$ cat src/rtl/alu_arbiter_if.sv
// alu_arbiter_if: request, ALU and response bundle for alu_arbiter.
// slave = arbiter side, master = requesters/ALU/consumer side.
interface alu_arbiter_if #(
  parameter int WIDTH = 32
);
  logic             req0_valid;
  logic             req0_ready;
  logic [WIDTH-1:0] req0_a;
  logic [WIDTH-1:0] req0_b;
  logic [3:0]       req0_ctr;
  logic             req1_valid;
  logic             req1_ready;
  logic [WIDTH-1:0] req1_a;
  logic [WIDTH-1:0] req1_b;
  logic [3:0]       req1_ctr;
  logic [WIDTH-1:0] alu_a;
  logic [WIDTH-1:0] alu_b;
  logic [3:0]       alu_ctr;
  logic [WIDTH-1:0] alu_result;
  logic             alu_zero;
  logic             rsp_valid;
  logic             rsp_ready;
  logic             rsp_id;
  logic [WIDTH-1:0] rsp_result;
  logic             rsp_zero;
  logic             busy;

  modport slave (
    input  req0_valid, req0_a, req0_b, req0_ctr,
    input  req1_valid, req1_a, req1_b, req1_ctr,
    input  alu_result, alu_zero, rsp_ready,
    output req0_ready, req1_ready,
    output alu_a, alu_b, alu_ctr,
    output rsp_valid, rsp_id, rsp_result, rsp_zero,
    output busy
  );

  modport master (
    output req0_valid, req0_a, req0_b, req0_ctr,
    output req1_valid, req1_a, req1_b, req1_ctr,
    output alu_result, alu_zero, rsp_ready,
    input  req0_ready, req1_ready,
    input  alu_a, alu_b, alu_ctr,
    input  rsp_valid, rsp_id, rsp_result, rsp_zero,
    input  busy
  );
endinterface

$ cat src/rtl/alu_arbiter.sv
// alu_arbiter: two-requester round-robin sequencer for a shared ALU.
// Ports: clk, rst_n (async, active low), bus (alu_arbiter_if.slave).
module alu_arbiter #(
  parameter int WIDTH       = 32,
  parameter int EXEC_CYCLES = 1
) (
  input  logic         clk,
  input  logic         rst_n,
  alu_arbiter_if.slave bus
);
  localparam logic [1:0] S_IDLE = 2'd0;
  localparam logic [1:0] S_EXEC = 2'd1;
  localparam logic [1:0] S_RESP = 2'd2;
  localparam logic [3:0] CNT_INIT = 4'(EXEC_CYCLES - 1);

  logic [1:0]       r_state;
  logic [3:0]       r_cnt;
  logic             r_last;
  logic [WIDTH-1:0] r_alu_a;
  logic [WIDTH-1:0] r_alu_b;
  logic [3:0]       r_alu_ctr;
  logic             r_rsp_valid;
  logic             r_rsp_id;
  logic [WIDTH-1:0] r_rsp_result;
  logic             r_rsp_zero;

  logic w_idle;
  logic w_pick1;
  logic w_rdy0;
  logic w_rdy1;

  // rst_n gates the readys so nothing handshakes during reset.
  assign w_idle  = rst_n && (r_state == S_IDLE);
  // req1 wins when alone, or on a tie when req0 was granted last.
  assign w_pick1 = bus.req1_valid &&
                   (!bus.req0_valid || !r_last);
  assign w_rdy1  = w_idle && w_pick1;
  assign w_rdy0  = w_idle && bus.req0_valid && !w_pick1;

  always_ff @(posedge clk or negedge rst_n) begin
    if (!rst_n) begin
      r_state      <= S_IDLE;
      r_cnt        <= 4'd0;
      r_last       <= 1'b1;
      r_alu_a      <= '0;
      r_alu_b      <= '0;
      r_alu_ctr    <= 4'd0;
      r_rsp_valid  <= 1'b0;
      r_rsp_id     <= 1'b0;
      r_rsp_result <= '0;
      r_rsp_zero   <= 1'b0;
    end else begin
      unique case (r_state)
        S_IDLE: begin
          if (w_rdy0 || w_rdy1) begin
            r_alu_a   <= w_rdy1 ? bus.req1_a : bus.req0_a;
            r_alu_b   <= w_rdy1 ? bus.req1_b : bus.req0_b;
            r_alu_ctr <= w_rdy1 ? bus.req1_ctr
                                : bus.req0_ctr;
            r_rsp_id  <= w_rdy1;
            r_last    <= w_rdy1;
            r_cnt     <= CNT_INIT;
            r_state   <= S_EXEC;
          end
        end
        S_EXEC: begin
          if (r_cnt != 4'd0) begin
            r_cnt <= r_cnt - 4'd1;
          end else begin
            r_rsp_result <= bus.alu_result;
            r_rsp_zero   <= bus.alu_zero;
            r_rsp_valid  <= 1'b1;
            r_state      <= S_RESP;
          end
        end
        S_RESP: begin
          if (bus.rsp_ready) begin
            r_rsp_valid <= 1'b0;
            r_state     <= S_IDLE;
          end
        end
        default: begin
          r_state <= S_IDLE;
        end
      endcase
    end
  end

  assign bus.req0_ready = w_rdy0;
  assign bus.req1_ready = w_rdy1;
  assign bus.alu_a      = r_alu_a;
  assign bus.alu_b      = r_alu_b;
  assign bus.alu_ctr    = r_alu_ctr;
  assign bus.rsp_valid  = r_rsp_valid;
  assign bus.rsp_id     = r_rsp_id;
  assign bus.rsp_result = r_rsp_result;
  assign bus.rsp_zero   = r_rsp_zero;
  assign bus.busy       = (r_state != S_IDLE);
endmodule
$ cat src/flat_wrapper.sv
// flat-port wrapper written by rule: the top's interface ports become plain ports
module alu_arbiter_flat 
#(
  parameter int WIDTH       = 32,
  parameter int EXEC_CYCLES = 1
)
  (clk, rst_n, bus_req0_valid, bus_req0_a, bus_req0_b, bus_req0_ctr, bus_req1_valid, bus_req1_a, bus_req1_b, bus_req1_ctr, bus_alu_result, bus_alu_zero, bus_rsp_ready, bus_req0_ready, bus_req1_ready, bus_alu_a, bus_alu_b, bus_alu_ctr, bus_rsp_valid, bus_rsp_id, bus_rsp_result, bus_rsp_zero, bus_busy);
  alu_arbiter_if #(.WIDTH(WIDTH)) bus_i ();
  input  logic clk;
  input  logic rst_n;
  input wire logic [$bits(bus_i.req0_valid)-1:0] bus_req0_valid;
  input wire logic [$bits(bus_i.req0_a)-1:0] bus_req0_a;
  input wire logic [$bits(bus_i.req0_b)-1:0] bus_req0_b;
  input wire logic [$bits(bus_i.req0_ctr)-1:0] bus_req0_ctr;
  input wire logic [$bits(bus_i.req1_valid)-1:0] bus_req1_valid;
  input wire logic [$bits(bus_i.req1_a)-1:0] bus_req1_a;
  input wire logic [$bits(bus_i.req1_b)-1:0] bus_req1_b;
  input wire logic [$bits(bus_i.req1_ctr)-1:0] bus_req1_ctr;
  input wire logic [$bits(bus_i.alu_result)-1:0] bus_alu_result;
  input wire logic [$bits(bus_i.alu_zero)-1:0] bus_alu_zero;
  input wire logic [$bits(bus_i.rsp_ready)-1:0] bus_rsp_ready;
  output wire logic [$bits(bus_i.req0_ready)-1:0] bus_req0_ready;
  output wire logic [$bits(bus_i.req1_ready)-1:0] bus_req1_ready;
  output wire logic [$bits(bus_i.alu_a)-1:0] bus_alu_a;
  output wire logic [$bits(bus_i.alu_b)-1:0] bus_alu_b;
  output wire logic [$bits(bus_i.alu_ctr)-1:0] bus_alu_ctr;
  output wire logic [$bits(bus_i.rsp_valid)-1:0] bus_rsp_valid;
  output wire logic [$bits(bus_i.rsp_id)-1:0] bus_rsp_id;
  output wire logic [$bits(bus_i.rsp_result)-1:0] bus_rsp_result;
  output wire logic [$bits(bus_i.rsp_zero)-1:0] bus_rsp_zero;
  output wire logic [$bits(bus_i.busy)-1:0] bus_busy;
  assign bus_i.req0_valid = bus_req0_valid;
  assign bus_i.req0_a = bus_req0_a;
  assign bus_i.req0_b = bus_req0_b;
  assign bus_i.req0_ctr = bus_req0_ctr;
  assign bus_i.req1_valid = bus_req1_valid;
  assign bus_i.req1_a = bus_req1_a;
  assign bus_i.req1_b = bus_req1_b;
  assign bus_i.req1_ctr = bus_req1_ctr;
  assign bus_i.alu_result = bus_alu_result;
  assign bus_i.alu_zero = bus_alu_zero;
  assign bus_i.rsp_ready = bus_rsp_ready;
  assign bus_req0_ready = bus_i.req0_ready;
  assign bus_req1_ready = bus_i.req1_ready;
  assign bus_alu_a = bus_i.alu_a;
  assign bus_alu_b = bus_i.alu_b;
  assign bus_alu_ctr = bus_i.alu_ctr;
  assign bus_rsp_valid = bus_i.rsp_valid;
  assign bus_rsp_id = bus_i.rsp_id;
  assign bus_rsp_result = bus_i.rsp_result;
  assign bus_rsp_zero = bus_i.rsp_zero;
  assign bus_busy = bus_i.busy;
  alu_arbiter #(.WIDTH(WIDTH), .EXEC_CYCLES(EXEC_CYCLES)) u_core (.clk(clk), .rst_n(rst_n), .bus(bus_i));
endmodule
$ cat config.mk
export PLATFORM = sky130hd
export DESIGN_NAME = alu_arbiter_flat
export DESIGN_NICKNAME = d
export VERILOG_FILES = /design/src/rtl/alu_arbiter_if.sv /design/src/rtl/alu_arbiter.sv /design/src/flat_wrapper.sv
export SDC_FILE = /design/constraint.sdc
export NUM_CORES = 1
export LEC_CHECK = 0
export ABC_AREA = 0
export CAP_MARGIN = 40
export CORE_UTILIZATION = 39
export CTS_CLUSTER_DIAMETER = 150
export DETAILED_ROUTE_END_ITERATION = 10
export MAX_ROUTING_LAYER = met4
export PLACE_DENSITY = 0.81
export SLEW_MARGIN = 10
export SYNTH_ARGS = -nofsm -noshare
export SYNTH_HDL_FRONTEND = slang
export SYNTH_SLANG_ARGS = --single-unit
$ cat constraint.sdc
create_clock -name clk -period 2.2 [get_ports clk]
set_input_delay 0.44 -clock clk [delete_from_list [all_inputs] [get_ports clk]]
set_output_delay 0.44 -clock clk [all_outputs]
set_load 0.05 [all_outputs]
==> results of run 1 <==
sequential cells by signal, summed over array words and instances (netlist names):
signal	count
u_core.bus.alu_a	32
u_core.bus.alu_b	32
u_core.bus.alu_ctr	4
u_core.bus.rsp_id	1
u_core.bus.rsp_result	32
u_core.bus.rsp_valid	1
u_core.bus.rsp_zero	1
u_core.r_cnt	4
u_core.r_last	1
u_core.r_state	2
layer usage:
| metal | global-route usage | part of all wire | vias up | routed length [microns] |
|---|---|---|---|---|
| met5 | - | 0 | - | 0 |
| met4 | 0.116 | 0.032 | 0 | 544 |
| met3 | 0.0427 | 0.071 | 38 | 1200 |
| met2 | 0.453 | 0.52 | 254 | 8850 |
| met1 | 0.276 | 0.38 | 2564 | 6380 |
| li1 | - | - | 2411 | - |
path summary, 6_finish.rpt:
kind / end / slack (ns)
worst max register to register: u_core.bus.rsp_result[17] / 0.34
worst min register to register: u_core.bus.rsp_id / 0.48
worst max-delay path: bus_req1_ready / 0.06
worst min-delay path: u_core.bus.alu_ctr[0] / 0.27
min in group clk: u_core.bus.rsp_id / 0.48
max in group asynchronous: u_core.bus.alu_a[26] / 0.80
layout make-up:
type	instances	area, sq um
clock inverters	6	91.3
well taps	172	215
inverters	3	11.3
repair buffers	299	3050
flip-flops and latches	110	2750
multi-input cells	343	2120
clock buffers	10	229
fillers	1036	4250
power groups by stage:
stage | clock, mW | sequential (mW) | combinational [mW]
4_1_cts | 1.81 | 3.65 | 8.37
5_1_grt | 1.88 | 3.75 | 8.76
3_3_place_gp | 0 | 3.61 | 8.20
6_report | 1.77 | 3.65 | 8.33
2_1_floorplan | 0 | 6.90 | 2.09
3_5_place_dp | 0 | 3.66 | 8.36
cells by family (layout without fill, tap and decap cells):
kind of cell               Yosys count  after routing  synth area share
AOI/OAI and AO/OA                  218            218             0.236
DFF                                110            110             0.536
and+or+nand+nor                     89             89            0.0942
buffers and inverters               58            318            0.0550
muxes                               34             34            0.0742
adders and majority gates            2              2           0.00487
cell usage in the layout (no fill, tap or decap), types with 2 or more instances in the layout:
| cell type | n |
|---|---|
| clkdlybuf4s50_1 | 275 |
| dfrtp_1 | 109 |
| nand3_1 | 71 |
| a21oi_1 | 69 |
| o21ai_0 | 68 |
| a31oi_1 | 68 |
| mux2_2 | 33 |
| buf_4 | 15 |
| clkbuf_16 | 9 |
| buf_12 | 9 |
| o21ai_1 | 4 |
| inv_1 | 3 |
| nor2_1 | 3 |
| inv_6 | 3 |
| or2_2 | 2 |
| nand2b_1 | 2 |
| nand2_1 | 2 |
| a21o_1 | 2 |
| ha_1 | 2 |
| bufinv_16 | 2 |
stage by stage:
| step | std cells | setup slack [ns] | utilization | cell area, sq um | hold slack (ns) |
|---|---|---|---|---|---|
| finish | 943 | 0.0577 | 0.666 | 8470 | 0.274 |
| detailed placement | 927 | 0.0653 | 0.640 | 8150 | 0.465 |
| global placement | 927 | 0.0939 | 0.640 | 8150 | 0.462 |
| CTS | 943 | 0.0488 | 0.666 | 8470 | 0.294 |
| global route | 943 | 0.0111 | 0.666 | 8470 | 0.342 |
| floorplan | 511 | 0.0856 | - | 5140 | 0.144 |
repair_timing:
action,CTS,global route
hold endpoints to repair,0,0
endpoints found under the setup margin,2,0
gates resized for setup,1,0
==> flow_metrics.py, run 1 <==
metrics = {
    "grt": {
        "grt_usage": 0.254,
        "grt-ovfl-total": 0,
        "grt_max_degree": 72,
        "antenna_found_initial": 0,
        "grt_pass1_wl_mm": 25.6,
        "grt_pass1_vias": 5158,
    },
    "place": {
        "dp_hpwl_mm": 12.1,
        "port_buffers": 279,
        "gp_congestion": 0.761,
    },
    "yosys": {
        "synth_top_area_share": 0.531,
        "yosys.area.top_type": "dfrtp_1",
        "synth_seq_area_share": 0.536,
        "ys_top_cells_by_count": "dfrtp_1 (109), nand3_1 (71), a21oi_1 (69), a31oi_1 (68), o21ai_0 (68)",
        "yosysMostFrequentCell": "dfrtp_1",
        "synthDistinctLibCells": 34,
        "netlist_area_sq_um": 5140,
        "avgSynthCellArea_sq_um": 10.1,
        "postSynth.asyncResetShare": 1.00,
        "synth_edf_count": 0,
        "syn_nets": 687,
        "ys_ff_latch": 110,
        "synth_ff_type": "dfrtp_1",
        "yosys-top-cells-area": "dfrtp_1 (53%), a31oi_1 (8.3%), mux2_2 (7.2%)",
        "yosysWarningCount": 0,
        "syn_inst": 511,
    },
    "worst_setup_path": {
        "cp_data_arrival_time_ns": 1.70,
        "worstPathMaxFanout": 20,
        "path_depth": 3,
        "timing.critical_path.cells": "or3b_4 -> nor2_1 -> buf_12",
        "path_buf_inv": 1,
        "critPathMaxStageDelay_ns": 0.52,
        "crit_start": "u_core.r_state[0]",
        "path_class": "flip-flop to primary output",
        "ff2ff_path_depth": 6,
        "required_ns": 1.76,
        "regToRegStartpoint": "u_core.r_cnt[0]",
        "path_delay_family": "simple AND/OR/NAND/NOR gates",
        "cpMaxStageDelayCell": "or3b_4",
        "start_kind": "flip-flop",
        "crit_path_end_kind": "primary output",
    },
    "clock_tree": {
        "hold_buffers": 0,
        "htreeDepth": 3,
        "cts_buffers": 9,
        "cts_root_buf": "clkbuf_16",
        "clkSinkCount": 110,
        "clockBufferDepth": 2,
        "clkTransAtPathRegs_ns": 0.07,
        "cts_setup_buffers": 0,
        "cts_tree": "done",
        "insertion_delay_ns": 0.35,
    },
    "detailed_routing": {
        "drc": 0,
        "ant_nets": 0,
        "drt-pass1-iter-count": 5,
        "vias": 5267,
        "drt_iter0_drc": 302,
        "post_drt_wl_per_cell_microns": 18.0,
        "vias_per_cell": 5.59,
        "wl_mm": 17.0,
    },
    "timing": {
        "period_needed_ns": 2.14,
        "rsz0062_at_grt": "no",
        "fin_crit_sh": 0.974,
        "worst_pin_slew_ns": 0.763,
        "max_freq_ghz": 0.467,
        "setup_viol": 0,
        "final.setup.tns_ns": 0,
        "relSlewSlack": 0.491,
        "finalMaxSlewViolations": 0,
        "hold_violations": 0,
        "fin_skew_ns": 0.00847,
    },
    "cells_and_area": {
        "final_net_count": 942,
        "drive_gt1_frac": 0.110,
        "areaGrowthSynthToFinish_pct": 64.7,
        "diodes": 0,
    },
    "floorplanning": {
        "die_area_sq_um": 13600,
        "start_util": 0.404,
        "die_w_microns": 117,
        "die_h_microns": 117,
        "ioPinCount": 280,
        "core-area_sq_um": 12700,
        "rows": 41,
    },
    "power": {
        "vdd_drop_max_uv": 852,
        "seqPwrFrac": 0.266,
        "intPower_mw": 7.01,
        "total_power_mw": 13.8,
        "switchingPower_mw": 6.74,
        "pwr_density_cell_nw_per_um2": 1620,
        "pwr-share-comb": 0.606,
        "power_leakage_nw": 3.24,
        "p_sw_frac": 0.490,
        "p_clk_frac": 0.129,
    },
    "worst_hold_path": {
        "min_path_type": "primary input to asynchronous set/reset pin",
    },
    "status": {
        "status": "complete, no violations",
    },
    "job": {
        "drv_cap": 0,
    },
}
(Power assumes the default switching activity.)
==> inputs of run 2 (changes only) <==
CORE_MARGIN = 1.5   (was default)
==> flow_metrics.py, run 2 (synthesis gave the netlist of run 1 again) <==
metrics = {
    "cells_and_area": {
        "finish.utilization": 0.659,
        "areaGrowthSynthToFinish_pct": 63.1,
        "final_net_count": 941,
        "fillCellCount": 1031,
        "drive_gt1_frac": 0.112,
        "most-common-layout-cells": "clkdlybuf4s50_1 (273), dfrtp_1 (109), nand3_1 (71)",
        "diodes": 0,
        "final_common_cell": "clkdlybuf4s50_1",
    },
    "worst_setup_path": {
        "required_ns": 1.76,
        "r2r_slack_ns": 0.22,
        "cp_data_arrival_time_ns": 1.68,
        "path_class": "flip-flop to primary output",
        "ff2ff_path_depth": 5,
        "endpoint": "bus_req1_ready",
        "crit_path_end_kind": "primary output",
        "start_kind": "flip-flop",
        "regToRegStartpoint": "u_core.r_state[1]",
        "reg2reg_to": "u_core.bus.alu_a[16]",
        "worstPathMaxFanout": 4,
        "crit_start": "u_core.r_state[1]",
    },
    "clock_tree": {
        "cts_root_buf": "clkbuf_16",
        "htreeDepth": 3,
        "cts_tree": "done",
        "clkTransAtPathRegs_ns": 0.07,
        "insertion_delay_ns": 0.34,
        "cts_setup_buffers": 0,
        "cts_resized": 0,
        "cts_buffers": 9,
        "hold_buffers": 0,
        "clkSinkCount": 110,
        "clockBufferDepth": 2,
    },
    "power": {
        "total_power_mw": 13.5,
        "pwr_density_cell_nw_per_um2": 1610,
        "vdd_drop_max_uv": 937,
        "power_leakage_nw": 3.20,
    },
    "floorplanning": {
        "rows": 41,
        "die_area_sq_um": 13900,
        "core-area_sq_um": 12700,
        "die_w_microns": 118,
        "ioPinCount": 280,
        "die_h_microns": 118,
        "start_util": 0.404,
    },
    "detailed_routing": {
        "vias": 5277,
        "drt-pass1-iter-count": 5,
        "drt_iter0_drc": 365,
        "post_drt_wl_per_cell_microns": 18.6,
        "wl_mm": 17.6,
        "vias_per_cell": 5.60,
        "ant_nets": 0,
        "drc": 0,
    },
    "timing": {
        "worst_pin_slew_ns": 0.822,
        "final.setup.tns_ns": 0,
        "period_needed_ns": 2.12,
        "relSlewSlack": 0.452,
        "hold_violations": 0,
        "fin_crit_sh": 0.962,
        "rsz0062_at_grt": "no",
        "finalMaxSlewViolations": 0,
        "fin_skew_ns": 0.00770,
        "max_freq_ghz": 0.473,
        "setup_viol": 0,
    },
    "grt": {
        "grt_usage": 0.257,
        "grt-ovfl-total": 0,
        "antenna_found_initial": 0,
        "grt_max_degree": 91,
        "grt_pass1_wl_mm": 27.7,
        "grt_pass1_vias": 5487,
    },
    "place": {
        "gp_congestion": 0.856,
        "dp_hpwl_mm": 12.8,
        "port_buffers": 279,
    },
    "worst_hold_path": {
        "min_path_type": "primary input to asynchronous set/reset pin",
    },
    "job": {
        "drv_cap": 0,
    },
    "status": {
        "status": "complete, no violations",
    },
}
-- run 2: cell count changes in the layout (fill, tap and decap cells not counted), sizes merged --
cell | before | now
clkinv | 1 | 2
clkinvlp | 0 | 2
inv | 6 | 5
buf | 24 | 25
bufinv | 2 | 0
clkdlybuf4s50 | 275 | 273
-- run 2: final cells by class --
| type | instances | area, sq um | area share |
|---|---|---|---|
| clock buffer | 10 | 229 | 0.0273 |
| clock inverter | 6 | 46.3 | 0.00552 |
| inverter | 3 | 11.3 | 0.00134 |
| multi-input combinational | 343 | 2120 | 0.253 |
| sequential | 110 | 2750 | 0.328 |
| tap | 172 | 215 | 0.0257 |
| timing repair buffer | 298 | 3010 | 0.359 |
-- run 2: per-layer routing --
metal / global-route usage / vias up / wire, microns
met3: 0.0451 / 36 / 1250
met4: 0.0915 / 0 / 410
met1: 0.298 / 2528 / 6810
met5: - / - / 0
met2: 0.447 / 304 / 9080
li1: - / 2409 / -
-- run 2: metrics by stage --
| step | std cells | area (sq um) | setup slack, ns | hold WS (ns) |
|---|---|---|---|---|
| 2_1_floorplan | 511 | 5140 | 0.0856 | 0.144 |
| 3_3_place_gp | 926 | 8110 | 0.151 | 0.465 |
| 3_5_place_dp | 926 | 8110 | 0.102 | 0.481 |
| 4_1_cts | 942 | 8380 | 0.0631 | 0.232 |
| 5_1_grt | 942 | 8380 | 0.0225 | 0.262 |
| 6_report | 942 | 8380 | 0.0837 | 0.220 |
-- run 2: critical path, cell delays in order (launching register included) --
cell,delay (ns)
dfrtp_1,0.40
or3b_2,0.51
nor2_1,0.25
buf_12,0.17
-- run 2: where the power goes --
part | internal [mW] | switching [mW]
clock | 0.778 | 0.756
combinational | 2.93 | 5.42
sequential | 3.04 | 0.619
total | 6.74 | 6.80
-- run 2: worst min path at each step --
stage	startpoint	endpoint	slack, ns	depth (start not counted)
2_1_floorplan	rst_n	u_core.bus.alu_a[0]	0.14	0
3_3_place_gp	u_core.bus.rsp_id	u_core.bus.rsp_id	0.47	1
3_5_place_dp	u_core.bus.rsp_id	u_core.bus.rsp_id	0.48	1
4_1_cts	rst_n	u_core.bus.alu_a[26]	0.23	2
5_1_grt	rst_n	u_core.bus.alu_a[31]	0.26	2
6_report	rst_n	u_core.bus.alu_a[31]	0.22	2
==> inputs of run 3 (changes only) <==
CAP_MARGIN = default   (was 40)
CORE_UTILIZATION = 25   (was 39)
CTS_BUF_LIST = sky130_fd_sc_hd__clkbuf_16   (was default)
PLACE_DENSITY = default   (was 0.81)
==> flow_metrics.py, run 3 (synthesis gave the netlist of run 1 again) <==
metrics = {
    "cells_and_area": {
        "fillCellCount": 2016,
        "diodes": 0,
        "most-common-layout-cells": "clkdlybuf4s50_1 (275), dfrtp_1 (109), nand3_1 (71)",
        "drive_gt1_frac": 0.114,
        "final_net_count": 943,
        "areaGrowthSynthToFinish_pct": 67.2,
        "final_common_cell": "clkdlybuf4s50_1",
        "instances_no_fill": 1042,
    },
    "worst_setup_path": {
        "worstPathMaxFanout": 5,
        "start_kind": "flip-flop",
        "crit_path_end_kind": "primary output",
        "regToRegStartpoint": "u_core.r_cnt[0]",
        "cp_data_arrival_time_ns": 1.66,
        "required_ns": 1.76,
        "crit_start": "u_core.r_state[0]",
        "path_class": "flip-flop to primary output",
    },
    "timing": {
        "fin_skew_ns": 0.0110,
        "rsz0062_at_grt": "no",
        "max_freq_ghz": 0.475,
        "fin_crit_sh": 0.956,
        "period_needed_ns": 2.10,
        "setup_viol": 0,
        "finalMaxSlewViolations": 0,
        "worst_pin_slew_ns": 0.937,
        "final.setup.tns_ns": 0,
        "hold_violations": 0,
        "relSlewSlack": 0.376,
    },
    "job": {
        "drv_cap": 0,
    },
    "grt": {
        "grt-ovfl-total": 0,
        "grt_max_degree": 101,
        "antenna_found_initial": 0,
        "grt_pass1_vias": 5190,
        "grt_pass1_wl_mm": 28.2,
        "grt_usage": 0.172,
    },
    "detailed_routing": {
        "drc": 0,
        "drt-pass1-iter-count": 4,
        "vias": 5055,
        "vias_per_cell": 4.85,
        "drt_iter0_drc": 208,
        "post_drt_wl_per_cell_microns": 17.1,
        "wl_mm": 17.9,
        "ant_nets": 0,
    },
    "place": {
        "dp_hpwl_mm": 12.1,
        "placedCellCount": 1026,
        "gp_congestion": 0.763,
        "port_buffers": 279,
    },
    "floorplanning": {
        "start_util": 0.254,
        "die_area_sq_um": 21400,
        "die_h_microns": 146,
        "core-area_sq_um": 20200,
        "die_w_microns": 146,
        "ioPinCount": 280,
        "rows": 52,
    },
    "clock_tree": {
        "hold_buffers": 0,
        "cts_root_buf": "clkbuf_16",
        "clockBufferDepth": 2,
        "clkSinkCount": 110,
        "cts_tree": "done",
        "clkTransAtPathRegs_ns": 0.07,
        "insertion_delay_ns": 0.36,
        "htreeDepth": 3,
        "cts_buffers": 9,
    },
    "status": {
        "status": "complete, no violations",
    },
    "power": {
        "vdd_drop_max_uv": 574,
        "power_leakage_nw": 3.24,
        "pwr_density_cell_nw_per_um2": 1600,
    },
    "worst_hold_path": {
        "min_path_type": "primary input to asynchronous set/reset pin",
    },
}
run 3: cell types whose count changed in the layout (fill, tap and decap cells not counted), sizes merged:
cell	delta
clkbuf	-1
clkdlybuf4s50	+2
clkinvlp	-1
bufinv	+2
run 3: what timing repair did:
action | 4_1_cts | 5_1_grt
gates resized for setup | 1 | 0
buffers inserted | 0 | 0
endpoints found under the setup margin | 1 | 0
run 3: area by class of cell:
class / instances / area, sq um / share of cell area
repair buffers: 300 / 3040 / 0.354
clock inverters: 7 / 106 / 0.0124
inverters: 3 / 11.3 / 0.00131
multi-input cells: 343 / 2120 / 0.247
well taps: 270 / 338 / 0.0393
flip-flops and latches: 110 / 2750 / 0.320
clock buffers: 9 / 225 / 0.0262
run 3: metal layers:
metal | track usage | wire, microns | up-vias
met1 | 0.214 | 7650 | 2457
met3 | 0.0313 | 944 | 17
met2 | 0.283 | 8980 | 173
met4 | 0.0566 | 296 | 0
met5 | - | 0 | -
li1 | - | - | 2408
run 3: power by group:
| group | leakage [nW] | total, mW | switching, mW | internal [mW] |
|---|---|---|---|---|
| Clock | 0.159 | 1.83 | 0.818 | 1.02 |
| Sequential | 1.24 | 3.58 | 0.548 | 3.04 |
| Combinational | 1.84 | 8.34 | 5.39 | 2.95 |
run 3: final timing paths:
path | endpoint | slack, ns | cells after the start
setup reg to reg | u_core.bus.rsp_result[4] | 0.33 | 6
hold / removal | u_core.r_state[1] | 0.18 | 2
max in group asynchronous | u_core.bus.alu_a[17] | 0.68 | 3
setup / recovery | bus_req1_ready | 0.1 | 3
min in group clk | u_core.bus.rsp_id | 0.49 | 1
hold reg to reg | u_core.bus.rsp_id | 0.49 | 1
run 3: per-stage QoR:
stage	util	total power, mW	hold slack [ns]	area, sq um	setup slack, ns
global route	0.425	14.5	0.221	8600	0.0141
global placement	0.408	12.0	0.460	8260	0.153
floorplan	-	8.99	0.144	5140	0.0856
finish	0.425	13.8	0.181	8600	0.0961
detailed placement	0.408	12.0	0.473	8260	0.150
CTS	0.425	13.9	0.193	8600	0.0507
run 3: worst max-delay path, cell delays in order, from the launching register on:
cell,delay [ns]
dfrtp_1,0.37
or3b_2,0.55
nor2_2,0.22
buf_12,0.16
